==> src/rtl/btn_deb_multi.sv <==
// Multi-channel push-button conditioner: 2-flop synchroniser, tick-sampled
// N-consecutive debounce, press/release strobes and a one-shot long-press strobe.
module btn_deb_multi #(
   parameter int BTN_WIDTH  = 8,
   parameter int TICK_DIV   = 250000,
   parameter int STABLE_CNT = 4,
   parameter int LONG_TICKS = 200,
   parameter int ACTIVE_LOW = 1
) (
   input  logic                 clk,
   input  logic                 rst,
   input  logic [BTN_WIDTH-1:0] btn_in,
   output logic [BTN_WIDTH-1:0] btn_deb,
   output logic [BTN_WIDTH-1:0] btn_press,
   output logic [BTN_WIDTH-1:0] btn_release,
   output logic [BTN_WIDTH-1:0] btn_long
);

   localparam int TW = (TICK_DIV > 1) ? $clog2(TICK_DIV) : 1;
   localparam int AW = (STABLE_CNT > 1) ? $clog2(STABLE_CNT) : 1;
   localparam logic [TW-1:0] TICK_LAST = TW'(TICK_DIV - 1);
   localparam logic [AW-1:0] AGREE_LAST = AW'(STABLE_CNT - 1);
   localparam logic [BTN_WIDTH-1:0] REL_LVL = (ACTIVE_LOW != 0) ? {BTN_WIDTH{1'b1}} : {BTN_WIDTH{1'b0}};

   logic [BTN_WIDTH-1:0] sync_p0;
   logic [BTN_WIDTH-1:0] sync_p1;
   logic [BTN_WIDTH-1:0] lvl;
   logic [TW-1:0]        tick_cnt;
   logic                 tick;
   logic [AW-1:0]        agree_cnt [BTN_WIDTH];

   // stage p0/p1: synchroniser, preloaded with the released pin level
   always_ff @(posedge clk) begin
      if (rst) begin
         sync_p0 <= REL_LVL;
         sync_p1 <= REL_LVL;
      end else begin
         sync_p0 <= btn_in;
         sync_p1 <= sync_p0;
      end
   end

   // lvl is 1 for "pressed" whatever the pin polarity
   assign lvl = sync_p1 ^ REL_LVL;

   // shared sample tick
   always_ff @(posedge clk) begin
      if (rst) begin
         tick_cnt <= '0;
      end else if (tick_cnt == TICK_LAST) begin
         tick_cnt <= '0;
      end else begin
         tick_cnt <= tick_cnt + 1'b1;
      end
   end

   assign tick = (tick_cnt == TICK_LAST);

   // debounce: a new level is accepted after STABLE_CNT consecutive differing samples
   always_ff @(posedge clk) begin
      if (rst) begin
         btn_deb     <= '0;
         btn_press   <= '0;
         btn_release <= '0;
         for (int i = 0; i < BTN_WIDTH; i++) begin
            agree_cnt[i] <= '0;
         end
      end else begin
         btn_press   <= '0;
         btn_release <= '0;
         if (tick) begin
            for (int i = 0; i < BTN_WIDTH; i++) begin
               if (lvl[i] == btn_deb[i]) begin
                  agree_cnt[i] <= '0;
               end else if (agree_cnt[i] == AGREE_LAST) begin
                  agree_cnt[i]   <= '0;
                  btn_deb[i]     <= lvl[i];
                  btn_press[i]   <= lvl[i];
                  btn_release[i] <= ~lvl[i];
               end else begin
                  agree_cnt[i] <= agree_cnt[i] + 1'b1;
               end
            end
         end
      end
   end

   // long press: hold counter saturates so the strobe fires once per press
   generate
      if (LONG_TICKS > 0) begin : g_long
         localparam int HW = $clog2(LONG_TICKS + 1);
         localparam logic [HW-1:0] HOLD_MAX  = HW'(LONG_TICKS);
         localparam logic [HW-1:0] HOLD_LAST = HW'(LONG_TICKS - 1);

         logic [HW-1:0] hold_cnt [BTN_WIDTH];

         always_ff @(posedge clk) begin
            if (rst) begin
               btn_long <= '0;
               for (int i = 0; i < BTN_WIDTH; i++) begin
                  hold_cnt[i] <= '0;
               end
            end else begin
               btn_long <= '0;
               for (int i = 0; i < BTN_WIDTH; i++) begin
                  if (!btn_deb[i]) begin
                     hold_cnt[i] <= '0;
                  end else if (tick && (hold_cnt[i] != HOLD_MAX)) begin
                     hold_cnt[i] <= hold_cnt[i] + 1'b1;
                     if (hold_cnt[i] == HOLD_LAST) begin
                        btn_long[i] <= 1'b1;
                     end
                  end
               end
            end
         end
      end else begin : g_nolong
         assign btn_long = '0;
      end
   endgenerate

endmodule

==> config.mk <==
export PLATFORM = sky130hd
export DESIGN_NAME = btn_deb_multi
export DESIGN_NICKNAME = d
export VERILOG_FILES = /design/src/rtl/btn_deb_multi.sv
export SDC_FILE = /design/constraint.sdc
export NUM_CORES = 1
export LEC_CHECK = 0
export ABC_AREA = 0
export CORE_MARGIN = 5
export CORE_UTILIZATION = 30
export DETAILED_ROUTE_END_ITERATION = 10
export GPL_ROUTABILITY_DRIVEN = 0
export PLACE_DENSITY = 0.54
export REMOVE_ABC_BUFFERS = 1
export SYNTH_ARGS = -nofsm -noshare
export SYNTH_HDL_FRONTEND = slang
export SYNTH_SLANG_ARGS = --single-unit
==> constraint.sdc <==
create_clock -name clk -period 8 [get_ports clk]
set_input_delay 2.4 -clock clk [delete_from_list [all_inputs] [get_ports clk]]
set_output_delay 2.4 -clock clk [all_outputs]
set_load 0.05 [all_outputs]
==> results.toml <==
[setup_path]
endpoint_kind = "flip-flop"
cp.required_ns = 8.03
cp_max_fo = 33
slowest_delay_ns = 0.93
cp.arrival_ns = 4.56
start_kind = "input port"
cp_cell_sequence = "clkdlybuf4s50_1 > buf_4 > a21o_1"
path_class = "in2reg"
critPathSlowestCell = "clkdlybuf4s50_1"

[power]
pwr-share-clk_pct = 48.8
finalPower_mw = 1.60
sw_frac_of_total_pct = 20.5
leakage_nw = 2.71
power.switching_uw = 327
seq_power_share_pct = 49.9
p_int_mw = 1.27
p_comb_share_pct = 1.3
p_per_area_mw_per_mm2 = 203
peakVddDrop_mv = 0.118

[timing]
fmax_mhz = 221
fin_skew_ns = 0.00898
setup_viol = 0
relSlewSlack_pct = 17.0
slew_viol_final = 0
tightest_slew_ns = 1.23
period_needed_ns = 4.53
timing.final.crit_share_pct = 56.6
finalSetupTns_ns = 0
hold_viol = 0
rsz0062_at_grt = "no"

[global_routing]
overflow = 0
antenna_found_initial = 0
grt_pass1_wl_mm = 21.4
grt_start_max_net_pins = 34
grt_pass1_vias = 4333
track_usage_pct = 10.8

[cts]
ctsRootBufferMaster = "clkbuf_16"
cts_made_buffers = 17
clock_latency_ns = 0.42
cts.clk_slew.worst_paths_ns = 0.06
cts_resized = 0
cts_hold_buf = 0
post_cts_buffers = 0
cts_tree = "done"
cts.sinks = 146
clk_path_buf_depth = 2
htreeDepth = 4

[drt]
drc = 0
route.vias.total = 4423
viasPerCell = 4.74
drt_first_pass_iters = 4
dr.first_iter.drc_count = 278
wirelength_mm = 12.9
antenna_left = 0
post_drt_wl_per_cell_um = 13.8

[finish]
top_regs = "g_long.hold_cnt (64), tick_cnt (18), agree_cnt (16)"
final_core_util_pct = 36.3
drive_above_1_share_pct = 9.04
design_area_mm2 = 0.00787
area_delta_synth_final_pct = 20.0
nNetsFinal = 675
multi_input_area_mm2 = 0.00267
n_fill_cell = 2079
largest_register_ffs = 64
final_cells = 933
seqCellArea_mm2 = 0.00372
antennaDiodeCount = 0
top_register = "g_long.hold_cnt"

[die]
die_width_um = 158
io_pins = 42
rows = 54
start_util_pct = 30.2
core_mm2 = 0.0217
dieArea_mm2 = 0.0249
die_height_um = 158

[job]
maxCapViolCount = 0

[yosys]
yosys.area.top_type_share_pct = 36.7
synth_seq_cells = 146
synth_top_cell_by_area = "edfxtp_1"
yosys_warnings = 0
ys_top_cells_by_area = "edfxtp_1 37%, dfxtp_1 20%, xor2_1 5.9%"
avgSynthCellArea_um2 = 11.1
ys_seq_area_share_pct = 56.8
synth_cells = 591
synthesis.area_mm2 = 0.00655
yosysUniqueCellTypes = 39

[place]
dp.final_hpwl_mm = 8.73
place_area_mm2 = 0.00727
io_buffers = 41
dp.cells = 901

[run_status]
outcome = "complete, no violations"

[worst_hold_path]
min_path_type = "reg2reg"
-- layout by cell type, fill, tap and decap left out, types with 8 or more instances in the layout --
cell	count
a311oi_1	8
a31oi_1	8
and3_1	19
clkbuf_16	20
clkdlybuf4s50_1	41
dfxtp_1	66
edfxtp_1	80
ha_1	25
inv_1	26
nand2_1	24
nand3_1	45
nor2_1	85
nor2b_1	8
nor3_1	11
nor4_1	19
nor4b_1	16
o21ai_0	11
or2_2	17
xnor2_1	23
xor2_1	44
-- synthesized netlist by cell type, drive strengths merged --
cell type	number
nor2	86
edfxtp	80
dfxtp	66
nand3	46
xor2	44
inv	26
ha	25
nand2	24
xnor2	23
and3	19
nor4	19
or2	17
nor4b	16
nor3	11
o21ai	11
a311oi	8
a31oi	8
clkbuf	8
nand4b	8
nor2b	8
nand4bb	7
buf	6
a21oi	5
nand4	4
or4	3
and2	2
and4	2
o31ai	2
or3	2
or4bb	2
a21o	1
nand3b	1
nor4bb	1
-- layout make-up --
cell class              count  share of cell area [%]
clock buffers              22                    6.71
clock inverters            10                   0.827
inverters                  26                    1.24
multi-input cells         405                    33.9
flip-flops and latches    146                    47.3
well taps                 280                    4.45
repair buffers             44                    5.50
-- power by group through the flow --
| stage | clock, mW | combinational [mW] | sequential [mW] |
|---|---|---|---|
| after floorplan | 0 | 0.0113 | 0.811 |
| after global placement | 0 | 0.0207 | 0.813 |
| after detailed placement | 0 | 0.0215 | 0.813 |
| after CTS | 0.801 | 0.0214 | 0.797 |
| after global routing | 0.838 | 0.0240 | 0.798 |
| final | 0.781 | 0.0210 | 0.797 |
-- critical path, delay by kind of cell --
kind                   cells  cell delay (ns)
buffers and inverters      2             1.27
AO/OA/AOI/OAI              1             0.87
-- logic make-up (layout without fill, tap and decap cells) --
kind of cell | after synthesis | count (layout) | synth area share, %
XOR/XNOR | 67 | 67 | 8.96
buffers and inverters | 40 | 102 | 2.48
AO/OA/AOI/OAI | 35 | 35 | 3.40
adder cells (fa/ha/maj) | 25 | 25 | 4.77
flip-flops | 146 | 146 | 56.8
AND/OR/NAND/NOR | 278 | 278 | 23.6
-- final timing paths --
path	cells after the start	slack, ns	from	to
worst max-delay path	3	3.47	rst	agree_cnt[1][6]
worst min-delay path	1	0.41	sync_p0[3]	sync_p1[3]
worst max register to register	6	4.62	tick_cnt[0]	g_long.hold_cnt[1][1]
worst min register to register	1	0.41	sync_p0[3]	sync_p1[3]
-- per-layer routing --
layer | share of wire (%) | GRT usage, % | routed length (um)
met5 | 0 | 0 | 0
met4 | 0.99 | 3.61 | 127
met3 | 3.8 | 3.34 | 488
met2 | 47 | 16.8 | 6000
met1 | 49 | 14.5 | 6260
-- through the flow --
| step | setup WS (ns) | hold WS (ns) |
|---|---|---|
| 5_1_grt | 3.26 | 0.425 |
| 3_3_place_gp | 3.02 | 0.393 |
| 6_report | 3.47 | 0.407 |
| 3_5_place_dp | 2.98 | 0.394 |
| 2_1_floorplan | 4.61 | 0.389 |
| 4_1_cts | 3.43 | 0.409 |
Note: power is estimated with default switching activity, not from simulation.
